$ cat src/rtl/sfi_guard.sv
// Pipelined software-fault-isolation address guard: tag-matches each address against a region table.
// Optional macro SFI_STALL_ON_FAULT_EN blocks new addresses while a fault is recorded.
module sfi_guard #(
    parameter int unsigned      ADDR_W      = 32,
    parameter int unsigned      TAG_W       = 8,
    parameter int unsigned      NUM_REGIONS = 4,
    parameter int unsigned      CNT_W       = 16,
    parameter logic [TAG_W-1:0] RESET_TAG   = 8'hA2,
    localparam int unsigned     IDX_W       = (NUM_REGIONS > 1) ? $clog2(NUM_REGIONS) : 1
) (
    input  logic              clk,
    input  logic              rst_n,
    input  logic              mode,
    input  logic              cfg_we,
    input  logic [IDX_W-1:0]  cfg_idx,
    input  logic [TAG_W-1:0]  cfg_tag,
    input  logic              cfg_en,
    input  logic              in_valid,
    output logic              in_ready,
    input  logic [ADDR_W-1:0] in_addr,
    output logic              out_valid,
    input  logic              out_ready,
    output logic [ADDR_W-1:0] out_addr,
    output logic              out_ok,
    output logic [IDX_W-1:0]  out_region,
    output logic [CNT_W-1:0]  viol_count,
    output logic              fault,
    output logic [ADDR_W-1:0] fault_addr,
    input  logic              fault_clr
);

    logic [TAG_W-1:0]       r_tag [NUM_REGIONS];
    logic [NUM_REGIONS-1:0] r_en;

    logic                   r_out_valid;
    logic [ADDR_W-1:0]      r_out_addr;
    logic                   r_out_ok;
    logic [IDX_W-1:0]       r_out_region;
    logic [CNT_W-1:0]       r_viol_count;
    logic                   r_fault;
    logic [ADDR_W-1:0]      r_fault_addr;

    logic [TAG_W-1:0]       w_tag;
    logic                   w_hit;
    logic [IDX_W-1:0]       w_idx;
    logic                   w_ready;
    logic                   w_accept;
    logic                   w_miss;
    logic [ADDR_W-1:0]      w_san_addr;

    assign w_tag = in_addr[ADDR_W-1 -: TAG_W];

    // Ascending scan with an early-out flag so the lowest matching index wins.
    always_comb begin
        w_hit = 1'b0;
        w_idx = '0;
        for (int i = 0; i < NUM_REGIONS; i++) begin
            if (!w_hit && r_en[i] && (r_tag[i] == w_tag)) begin
                w_hit = 1'b1;
                w_idx = IDX_W'(i);
            end
        end
    end

`ifdef SFI_STALL_ON_FAULT_EN
    assign w_ready = (!r_out_valid || out_ready) && !r_fault;
`else
    assign w_ready = !r_out_valid || out_ready;
`endif

    assign w_accept   = in_valid && w_ready;
    assign w_miss     = w_accept && !w_hit;
    assign w_san_addr = w_hit ? in_addr
                      : (mode ? {r_tag[0], in_addr[ADDR_W-TAG_W-1:0]} : '0);

    // Out-of-range indices match no entry and are dropped.
    always_ff @(posedge clk or negedge rst_n) begin
        if (!rst_n) begin
            for (int i = 0; i < NUM_REGIONS; i++) begin
                r_tag[i] <= (i == 0) ? RESET_TAG : '0;
            end
            r_en <= NUM_REGIONS'(1);
        end else if (cfg_we) begin
            for (int i = 0; i < NUM_REGIONS; i++) begin
                if (cfg_idx == IDX_W'(i)) begin
                    r_tag[i] <= cfg_tag;
                    r_en[i]  <= cfg_en;
                end
            end
        end
    end

    always_ff @(posedge clk or negedge rst_n) begin
        if (!rst_n) begin
            r_out_valid  <= 1'b0;
            r_out_addr   <= '0;
            r_out_ok     <= 1'b0;
            r_out_region <= '0;
        end else if (w_accept) begin
            r_out_valid  <= 1'b1;
            r_out_addr   <= w_san_addr;
            r_out_ok     <= w_hit;
            r_out_region <= w_hit ? w_idx : '0;
        end else if (out_ready) begin
            r_out_valid  <= 1'b0;
        end
    end

    // A miss in the same cycle as fault_clr re-arms the record with the new address.
    always_ff @(posedge clk or negedge rst_n) begin
        if (!rst_n) begin
            r_viol_count <= '0;
            r_fault      <= 1'b0;
            r_fault_addr <= '0;
        end else begin
            if (w_miss && (r_viol_count != '1)) begin
                r_viol_count <= r_viol_count + 1'b1;
            end
            if (w_miss && (!r_fault || fault_clr)) begin
                r_fault      <= 1'b1;
                r_fault_addr <= in_addr;
            end else if (fault_clr) begin
                r_fault      <= 1'b0;
                r_fault_addr <= '0;
            end
        end
    end

    assign in_ready   = w_ready;
    assign out_valid  = r_out_valid;
    assign out_addr   = r_out_addr;
    assign out_ok     = r_out_ok;
    assign out_region = r_out_region;
    assign viol_count = r_viol_count;
    assign fault      = r_fault;
    assign fault_addr = r_fault_addr;

endmodule
$ cat config.mk
export PLATFORM = sky130hd
export DESIGN_NAME = sfi_guard
export DESIGN_NICKNAME = d
export VERILOG_FILES = /design/src/rtl/sfi_guard.sv
export SDC_FILE = /design/constraint.sdc
export NUM_CORES = 1
export LEC_CHECK = 0
export ABC_AREA = 0
export BUFFER_PORTS_ARGS = -buffer_cell sky130_fd_sc_hd__buf_4
export CORE_ASPECT_RATIO = 0.7
export CORE_UTILIZATION = 57
export CTS_CLUSTER_SIZE = 24
export DETAILED_ROUTE_END_ITERATION = 7
export GPL_TIMING_DRIVEN = 0
export PLACE_DENSITY = 0.95
export SETUP_SLACK_MARGIN = 0.2
export SYNTH_ARGS = -nofsm -noshare
export SYNTH_HDL_FRONTEND = slang
export SYNTH_SLANG_ARGS = --single-unit
$ cat constraint.sdc
create_clock -name clk -period 6.5 [get_ports clk]
set_clock_uncertainty 0.1 [all_clocks]
set_input_delay 0.65 -clock clk [delete_from_list [all_inputs] [get_ports clk]]
set_output_delay 0.65 -clock clk [all_outputs]
set_load 0.02 [all_outputs]
==> results of run 1 <==
-- layout make-up --
class                   instances  share of cell area, %
inverters                       2                  0.105
well taps                     124                   2.16
clock buffers                  22                   6.75
multi-input cells             277                   30.8
repair buffers                127                   13.6
clock inverters                10                   2.30
plain buffers                  28                   1.95
flip-flops and latches        121                   42.3
-- critical path, stage by stage, from the launching register on --
cell and delay (ns):
dfstp_2 0.56, xnor2_1 0.12, nand4_1 0.14, nor3_1 0.50, nor4_4 0.19, a21oi_1 0.55, buf_2 0.35, a22o_1 0.21
-- routing by layer --
layer  up-vias  global-route usage [%]
li1       1799                       -
met1      2137                    40.9
met2       245                    49.2
met3        37                    7.55
met4         0                    11.1
met5         -                       0
-- logic make-up (layout without fill, tap and decap cells) --
group           count (synthesis)  in the layout  synth area share (%)
compound gates                 38             38                  5.73
buf+inv                        30            189                  2.74
xor+xnor                       47             47                  7.64
mux                            69             69                  14.4
simple gates                  122            122                  13.0
fa+ha+maj                       1              1                 0.232
flops                         121            121                  56.3
-- stage by stage --
| stage | area (µm²) | total power [µW] | std cells | util (%) |
|---|---|---|---|---|
| final | 7170 | 2460 | 711 | 78.7 |
| after global routing | 7170 | 2540 | 711 | 78.7 |
| after floorplan | 5390 | 1220 | 428 | - |
| after detailed placement | 6520 | 1430 | 679 | 71.6 |
| after CTS | 7170 | 2460 | 711 | 78.7 |
| after global placement | 6490 | 1400 | 678 | 71.3 |
-- registers in the layout, summed over array words and instances (netlist names) --
| signal | cells |
|---|---|
| out_ok | 1 |
| out_addr | 32 |
| out_region | 2 |
| fault_addr | 32 |
| out_valid | 1 |
| r_en | 4 |
| fault | 1 |
| r_tag | 32 |
| viol_count | 16 |
-- cell usage in the layout (no fill, tap or decap), types with 6 or more instances in the layout --
cell,netlist,final
buf_4,0,125
dfrtp_1,117,117
mux2_2,66,66
xnor2_1,47,47
nor2b_1,33,33
nand2_1,24,24
a22o_1,24,24
nand4_1,23,23
clkbuf_16,0,17
clkbuf_1,12,13
nand3_1,12,12
buf_2,10,10
and3_1,8,8
o211ai_1,8,8
nor2_1,6,6
-- power breakdown --
group	switching, µW	internal [µW]
logic	244	236
registers	90.9	864
clock network	347	683
-- worst paths after layout --
check	endpoint	slack (ns)
max in group asynchronous	r_tag[31]	5.54
setup / recovery	out_addr[2]	3.69
hold / removal	viol_count[11]	0.004
hold reg to reg	out_addr[31]	0.40
setup reg to reg	out_addr[2]	3.69
min in group clk	out_valid	0.36
==> impl_metrics.csv, run 1 <==
group,metric,value,unit
synth,synthArstFlopShare,100,%
global_routing,grt_pass1_wl,23100,µm
layout,layout-drive-gt1-share,41.4,%
synth,yosysMostFrequentCell,"dfrtp_1",
synth,synth_area_per_cell,12.6,µm²
global_routing,antenna_found_initial,0,
cts,cts.sinks,121,
cts,cts.htree.levels,4,
critical_path,crit_path_end_kind,"register",
drt,wl_met1,6090,µm
layout,area_growth,33.1,%
cts,cts_max_path_buffers,2,
critical_path,ff2ff_path_depth,7,
critical_path,cp.arrival,3.05,ns
critical_path,worst_ep_required_time,6.74,ns
run,maxCapViolations,0,
synth,synth_cells,428,
synth,yosys.area.top_type,"dfrtp_1",
die,core-area,9110,µm²
drt,routed.top_layer,"met4",
drt,drt_wl_total,14600,µm
placement,post-dp-hpwl,9550,µm
layout,fillCellCount,553,
die,die-area,9860,µm²
sta,min_period_over_period,43.3,%
sta,worst_pin_slew,0.762,ns
critical_path,cp-start-kind,"register",
synth,yosysSeqAreaShare,56.3,%
cts,numCtsBuffers,17,
drt,vias,4218,
layout,multiInputGateArea,2210,µm²
layout,regArea,3030,µm²
cts,cts-resized-gates,0,
worst_hold_path,hold_class,"in -> async",
cts,clk_latency,0.42,ns
layout,num-nets-final,625,
synth,ys_types,31,
power,vdd_ir_drop_max,0.224,mV
drt,wl_per_cell,20.5,µm
placement,place_ws,3.46,ns
cts,cts_setup_buffers,0,
power,p_leak,0.00333,µW
global_routing,grt_overflow,0,
drt,dr.pass1.iters,5,
global_routing,grt_max_degree,90,
critical_path,worstSetupPathType,"reg -> reg",
synth,synth-seq-cells,121,
synth,ys.flop_type,"dfrtp_1",
sta,rsz0062_at_grt,"false",
drt,via_per_inst,5.93,
synth,netlist_area,5390,µm²
die,rows,29,
critical_path,cp_max_fo,10,
drt,postRouteAntennaNets,0,
drt,wl_met3,1180,µm
die,start_util,59.2,%
layout,num_antenna_cells,0,
synth,yosys_warnings,0,
synth,synthTopCellsByArea,"dfrtp_1 54%, mux2_2 14%, xnor2_1 7.6%",
sta,setup_tns,0,ns
synth,yosys-top-cells-count,"117 x dfrtp_1, 66 x mux2_2, 47 x xnor2_1, 33 x nor2b_1",
sta,slew_headroom,49.0,%
synth,synth-edff-count,0,
sta,max_freq,356,MHz
power,powerDensity,344,nW/µm²
cts,root_buffer,"clkbuf_16",
global_routing,grt_pass1_vias,4406,
critical_path,cp-startpoint,"r_tag[25]",
cts,cts_tree,"yes",
sta,fin_hold_ws,0.00404,ns
sta,setup_ws,3.69,ns
drt,first_iter_violations,450,
synth,synth_nets,479,
sta,fin_crit,2.81,ns
synth,netlist.area_leader.share,54.3,%
die,pin_count,136,
drt,drcViolationCount,0,
sta,finalSetupViolCount,0,
critical_path,r2r-start,"r_tag[25]",
run_status,status,"finished, final reports clean",
sta,timing.final.max_slew_violations,0,
cts,clkTransAtPathRegs,0.06,ns
placement,place_congestion,0.848,
die,die_h,83.4,µm
placement,portBuffers,126,
sta,hold_violations,0,
global_routing,track_usage,30.7,%
drt,routed-wl-met2,6990,µm
cts,hold_buffers,0,
die,fp.dieW,118,µm
(Power assumes the default switching activity.)
==> inputs of run 2 (changes only) <==
--- a/config.mk
+++ b/config.mk
@@ -5,14 +5,14 @@
 export SDC_FILE = /design/constraint.sdc
 export NUM_CORES = 1
 export LEC_CHECK = 0
-export ABC_AREA = 0
+export ABC_AREA = 1
 export BUFFER_PORTS_ARGS = -buffer_cell sky130_fd_sc_hd__buf_4
 export CORE_ASPECT_RATIO = 0.7
-export CORE_UTILIZATION = 57
+export CORE_UTILIZATION = 54
 export CTS_CLUSTER_SIZE = 24
 export DETAILED_ROUTE_END_ITERATION = 7
 export GPL_TIMING_DRIVEN = 0
-export PLACE_DENSITY = 0.95
+export PLACE_DENSITY = 0.91
 export SETUP_SLACK_MARGIN = 0.2
 export SYNTH_ARGS = -nofsm -noshare
 export SYNTH_HDL_FRONTEND = slang
==> constraint.sdc (replaced) <==
create_clock -name clk -period 2.8 [get_ports clk]
set_clock_uncertainty 0.1 [all_clocks]
set_input_delay 0.28 -clock clk [delete_from_list [all_inputs] [get_ports clk]]
set_output_delay 0.28 -clock clk [all_outputs]
set_load 0.02 [all_outputs]
==> run 2 against run 1 <==
  * Design area is 8.7% higher
  * Highest routed layer unchanged
  * Synthesized cell count is 79% higher
  * Clock power is 110% higher
  * Die area is 16% higher
==> impl_metrics.csv, run 2 <==
group,metric,value,unit
run_status,status,"finished, final reports clean",
layout,final_common_cell,"nand2_1",
drt,vias,5757,
global_routing,grt_overflow,0,
power,p_sw_share,30.0,%
cts,cts.sinks,121,
sta,fin_crit,2.15,ns
drt,postRouteAntennaNets,0,
critical_path,cp_max_fo,10,
sta,rsz0062_at_grt,"false",
placement,portBuffers,131,
layout,fillCellCount,783,
power,p_total,5490,µW
layout,area_growth,31.5,%
cts,cts_tree,"yes",
critical_path,cp_common_cell,"nand2_1",
synth,netlist_area,5930,µm²
placement,post-dp-hpwl,11700,µm
sta,hold_violations,0,
global_routing,grt_pass1_wl,26500,µm
critical_path,r2r-start,"viol_count[0]",
cts,numCtsBuffers,17,
critical_path,crit_chain,"ha_1 > nand3_1 > nor2_2 > nand2_1 > nor2_1 > nand3_1 > nand3_2 > buf_4 > nand2_1 > nand2_1",
drt,first_iter_violations,476,
synth,synthArstFlopShare,100,%
placement,place_congestion,0.952,
synth,synth_cells,765,
critical_path,crit_buf_inv,1,
die,core-area,10500,µm²
drt,via_per_inst,5.31,
layout,mostFrequentLayoutCells,"296 x nand2_1, 134 x buf_4, 125 x nand3_1",
synth,ys_types,33,
global_routing,grtUsageMet2,50.0,%
critical_path,worst_ep_required_time,3.06,ns
die,die-area,11400,µm²
synth,yosys-top-cells-count,"296 x nand2_1, 125 x nand3_1, 117 x dfrtp_1, 67 x inv_1, 37 x o21ai_0",
run,maxCapViolations,0,
cts,root_buffer,"clkbuf_16",
critical_path,cp-start-kind,"register",
power,p_int,3840,µW
critical_path,slowest_delay,0.47,ns
global_routing,grt_max_degree,101,
synth,yosysMostFrequentCell,"nand2_1",
drt,drcViolationCount,0,
critical_path,worstSetupPathType,"reg -> reg",
synth,yosys_warnings,0,
cts,clk_latency,0.42,ns
sta,min_period_over_period,76.8,%
synth,yosysSeqAreaShare,51.2,%
power,powerDensity,704,nW/µm²
sta,worst_pin_slew,0.706,ns
synth,synth-seq-cells,121,
cts,clkTransAtPathRegs,0.06,ns
power,p_switching,1650,µW
die,start_util,56.4,%
synth,yosys.area.top_type,"dfrtp_1",
layout,num-nets-final,975,
synth,synth_area_per_cell,7.75,µm²
sta,finalSetupViolCount,0,
power,comb_power_share,20.9,%
die,die_h,89.6,µm
global_routing,antenna_found_initial,0,
critical_path,crit_path_end_kind,"register",
drt,wl_per_cell,15.4,µm
die,fp.dieW,127,µm
global_routing,grt.met1_usage,41.6,%
global_routing,top_usage_layer,"met2",
critical_path,crit_family,"simple AND/OR/NAND/NOR gates",
power,vdd_ir_drop_max,0.640,mV
critical_path,cp_slowest_cell,"dfrtp_1",
sta,timing.final.max_slew_violations,0,
drt,drt_wl_total,16700,µm
critical_path,cp.arrival,2.41,ns
drt,dr.pass1.iters,6,
die,pin_count,136,
sta,max_freq,465,MHz
sta,setup_tns,0,ns
placement,dp.cells,1045,
die,rows,31,
sta,slew_headroom,53.0,%
synth,synthTopCellsByArea,"dfrtp_1 49%, nand2_1 19%, nand3_1 11%",
worst_hold_path,hold_class,"in -> reg",
critical_path,cp-startpoint,"viol_count[0]",
global_routing,grt_pass1_vias,5328,
layout,layout-drive-gt1-share,21.0,%
layout,final_cells,1085,
synth,netlist.area_leader.share,49.4,%
worst_hold_path,min_from,"in_addr[10]",
sta,fin_hold_ws,0.00412,ns
layout,num_antenna_cells,0,
synth,synth_nets,816,
cts,cts_max_path_buffers,2,
global_routing,track_usage,30.8,%
synth,ys.flop_type,"dfrtp_1",
power,p_leak,0.00429,µW
power,clkPwrFrac,39.3,%
power,power_frac_seq,39.7,%
cts,cts_setup_buffers,0,
global_routing,use_met3,7.76,%
cts,cts.htree.levels,4,
synth,synth-edff-count,0,
run 2: cell types whose count changed in the layout (fill, tap and decap cells not counted), sizes merged, moves of 10 or more:
cell   delta
nand2   +275
nand3   +114
inv      +70
mux2     -69
o21ai    +41
xnor2    -39
nor2     +34
nor2b    -33
a22o     -24
nand4    -22
xor2     +11
buf      +10
run 2: layer usage:
layer | vias up | part of all wire (%)
li1 | 2724 | -
met1 | 2716 | 43
met2 | 290 | 46
met3 | 27 | 8.8
met4 | 0 | 1.4
met5 | - | 0
run 2: tightest hold or removal path, stage by stage:
cell and delay, ns:
buf_4 0.09, nand3_1 0.06, nand2_1 0.06
run 2: layout make-up:
cell class / instances / area, µm² / share of cell area [%]
Clock inverter: 7 / 92.6 / 1.19
Buffer: 34 / 211 / 2.71
Timing Repair Buffer: 140 / 1090 / 14.0
Clock buffer: 25 / 495 / 6.36
Sequential cell: 121 / 3030 / 38.9
Tap cell: 148 / 185 / 2.38
Multi-Input combinational cell: 536 / 2400 / 30.8
Inverter: 74 / 278 / 3.56
run 2: cells by family after synthesis:
logic type / share of synthesized area [%]
AO/OA/AOI/OAI: 3.99
XOR/XNOR: 2.81
adder cells (fa/ha/maj): 0.211
buffers and inverters: 8.26
flip-flops: 51.2
AND/OR/NAND/NOR: 33.6
run 2: final timing paths:
kind                                        to  slack [ns]  cells past startpoint
worst max-delay path            viol_count[10]        0.65                     10
worst min-delay path              out_addr[10]       0.004                      3
worst max register to register  viol_count[10]        0.65                     10
worst min register to register    out_addr[25]        0.38                      2
max in group asynchronous        fault_addr[0]        1.67                      3
min in group asynchronous       fault_addr[20]        0.18                      2
run 2: repair_timing:
action / CTS / global route
setup endpoints to repair: 0 / 0
hold buffers: 8 / 0
endpoints found under the hold margin: 29 / 0
gates resized for setup: 0 / 0
run 2: stage by stage:
stage          setup WS [ns]  utilization, %  cell area, µm²
2_1_floorplan          0.856               -            5930
3_3_place_gp           0.737            67.5            7090
3_5_place_dp           0.681            67.8            7130
4_1_cts                0.653            74.1            7790
5_1_grt                0.463            74.1            7790
6_report               0.649            74.1            7790
run 2: power by group through the flow:
stage	registers, µW	logic [µW]	clock network (µW)
after CTS	2170	1150	2170
after global routing	2210	1270	2250
final	2180	1150	2160
after detailed placement	2190	1130	0
after global placement	2190	1090	0
after floorplan	2320	489	0
==> inputs of run 3 (changes only) <==
--- a/config.mk
+++ b/config.mk
@@ -8,11 +8,11 @@
 export ABC_AREA = 1
 export BUFFER_PORTS_ARGS = -buffer_cell sky130_fd_sc_hd__buf_4
 export CORE_ASPECT_RATIO = 0.7
-export CORE_UTILIZATION = 54
+export CORE_UTILIZATION = 49
 export CTS_CLUSTER_SIZE = 24
 export DETAILED_ROUTE_END_ITERATION = 7
 export GPL_TIMING_DRIVEN = 0
-export PLACE_DENSITY = 0.91
+export PLACE_DENSITY = 0.87
 export SETUP_SLACK_MARGIN = 0.2
 export SYNTH_ARGS = -nofsm -noshare
 export SYNTH_HDL_FRONTEND = slang
==> constraint.sdc (replaced) <==
create_clock -name clk -period 1.8 [get_ports clk]
set_clock_uncertainty 0.1 [all_clocks]
set_input_delay 0.18 -clock clk [delete_from_list [all_inputs] [get_ports clk]]
set_output_delay 0.18 -clock clk [all_outputs]
set_load 0.02 [all_outputs]
==> run 3 against run 2 <==
  * The run now ends with negative setup slack left
  * Sequential share of layout area down 4.6 points
  * Via count rose by 7.0%
  * Setup slack lost 0.85 ns
  * Clock power up 53%
  * Clock-buffer cell count decreased by 1
  * Critical path type unchanged
  * Critical endpoint is now out_addr[6]
  * Largest cell class unchanged
  * Global-route usage is 0.084 points higher
  * Non-clock buffer count rose by 58
  * Final cell count rose by 6.2%
  * Power is 62% higher
==> impl_metrics.csv, run 3 (synthesized netlist as in run 2, its figures left out) <==
group,metric,value,unit
global_routing,grt_overflow,0,
layout,final_common_cell,"nand2_1",
layout,mostFrequentLayoutCells,"264 x nand2_1, 143 x buf_4, 115 x dfrtp_1",
drt,drt_wl_total,19300,µm
die,start_util,50.5,%
sta,finalSetupViolCount,82,
sta,hold_violations,0,
power,powerDensity,1000,nW/µm²
power,p_leak,0.00470,µW
die,die-area,12500,µm²
layout,final_cell_area,8850,µm²
placement,place_ws,-0.188,ns
power,clkPwrFrac,37.2,%
global_routing,track_usage,30.9,%
critical_path,worst_ep_required_time,2.05,ns
cts,cts.htree.levels,4,
die,die_h,94.0,µm
die,rows,33,
sta,min_period_over_period,111,%
die,core-area,11700,µm²
power,power_frac_seq,38.4,%
sta,setup_ws,-0.202,ns
die,pin_count,136,
layout,layout-drive-gt1-share,30.4,%
critical_path,crit_family,"simple AND/OR/NAND/NOR gates",
critical_path,cp_max_fo,7,
cts,cts_max_path_buffers,2,
power,p_sw_share,31.6,%
layout,num_antenna_cells,0,
global_routing,grt_max_degree,99,
cts,clkTransAtPathRegs,0.06,ns
run,maxCapViolations,0,
critical_path,crit_buf_inv,4,
layout,area_growth,49.3,%
drt,via_per_inst,5.35,
placement,placedInstanceArea,7320,µm²
global_routing,antenna_found_initial,0,
die,fp.dieW,133,µm
layout,final_cells,1152,
sta,slew_headroom,41.7,%
layout,fillCellCount,822,
cts,clk_latency,0.42,ns
global_routing,grt_pass1_wl,29600,µm
critical_path,cp.arrival,2.26,ns
placement,place_congestion,0.913,
sta,max_freq,500,MHz
cts,cts.sinks,121,
drt,first_iter_violations,486,
drt,dr.pass1.iters,5,
critical_path,worstSetupPathType,"reg -> reg",
placement,post-dp-hpwl,11400,µm
power,comb_power_share,24.4,%
layout,fin_util,75.5,%
critical_path,cp_common_cell,"nand2_1",
global_routing,grt_pass1_vias,5750,
cts,cts_tree,"yes",
critical_path,cp-start-kind,"register",
drt,postRouteAntennaNets,0,
drt,vias,6159,
cts,numCtsBuffers,17,
placement,dp.cells,1054,
critical_path,crit_path_end_kind,"register",
layout,num-nets-final,1034,
sta,timing.final.max_slew_violations,0,
cts,root_buffer,"clkbuf_16",
run_status,violations,"negative setup slack",
critical_path,slowest_delay,0.58,ns
power,p_switching,2800,µW
run_status,status,"finished, violations left",
drt,wl_per_cell,16.7,µm
sta,fin_crit,2.00,ns
sta,worst_pin_slew,0.875,ns
critical_path,cp_slowest_cell,"dfstp_2",
sta,rsz0062_at_grt,"true",
placement,portBuffers,131,
power,vdd_ir_drop_max,0.671,mV
critical_path,crit_chain,"inv_2 > nand2_2 > nand2_1 > inv_1 > nand2_1 > nor2_2 > nand3_2 > nand2_4 > nor2_4 > buf_8 > nand2_8 > buf_12 > nand3_2 > nand2_1",
worst_hold_path,hold_class,"in -> reg",
power,p_int,6070,µW
drt,drcViolationCount,0,
-- run 3: layer usage --
metal  global-route usage, %  share of wire [%]
met2                    47.8                 47
met4                    9.85                2.2
met3                    9.06                9.3
met1                    41.8                 42
met5                       0                  0
-- run 3: path summary, 6_finish.rpt --
kind | endpoint | slack (ns) | cells past startpoint | startpoint
min in group asynchronous | viol_count[6] | 0.09 | 2 | rst_n
hold / removal | fault_addr[26] | 0.02 | 3 | in_addr[26]
setup reg to reg | out_addr[6] | -0.20 | 14 | r_tag[29]
hold reg to reg | out_addr[25] | 0.39 | 2 | out_addr[25]
max in group asynchronous | fault_addr[6] | 0.75 | 3 | rst_n
setup / recovery | out_addr[6] | -0.20 | 14 | r_tag[29]
-- run 3: worst reg2reg max path: stages, from the launching register on --
cell and delay [ns]:
dfstp_2 0.58, inv_2 0.04, nand2_2 0.04, nand2_1 0.04, inv_1 0.04, nand2_1 0.05, nor2_2 0.15, nand3_2 0.12
nand2_4 0.12, nor2_4 0.05, buf_8 0.14, nand2_8 0.13, buf_12 0.15, nand3_2 0.07, nand2_1 0.10
-- run 3: power by group through the flow --
| stage | Clock, µW | Combinational [µW] | Sequential [µW] |
|---|---|---|---|
| floorplan | 0 | 799 | 3640 |
| global placement | 0 | 1740 | 3420 |
| detailed placement | 0 | 1810 | 3430 |
| CTS | 3320 | 1960 | 3400 |
| global route | 3440 | 2350 | 3440 |
| finish | 3300 | 2160 | 3410 |
-- run 3: through the flow --
stage	power (µW)	TNS [ns]	hold WS, ns
after floorplan	4440	0	-0.216
after global placement	5160	-8.22	0.309
after detailed placement	5230	-9.47	-0.0458
after CTS	8670	-5.43	0.0100
after global routing	9240	-18.61	0.0355
final	8870	-11.60	0.0246
-- run 3: area by class of cell --
class | instances | area, µm² | share of cell area (%)
Inverter | 74 | 278 | 3.14
Multi-Input combinational cell | 537 | 2800 | 31.7
Clock inverter | 7 | 66.3 | 0.749
Buffer | 34 | 258 | 2.91
Clock buffer | 24 | 502 | 5.67
Sequential cell | 121 | 3040 | 34.3
Timing Repair Buffer | 198 | 1710 | 19.3
Tap cell | 157 | 196 | 2.22
-- run 3: repair_timing --
action	in CTS	in global routing
endpoints found under the setup margin	82	85
resized for setup	32	54
setup buffers	7	9
pin swaps	12	25
cloned	8	2
hold buffers	41	0
endpoints found under the hold margin	199	0
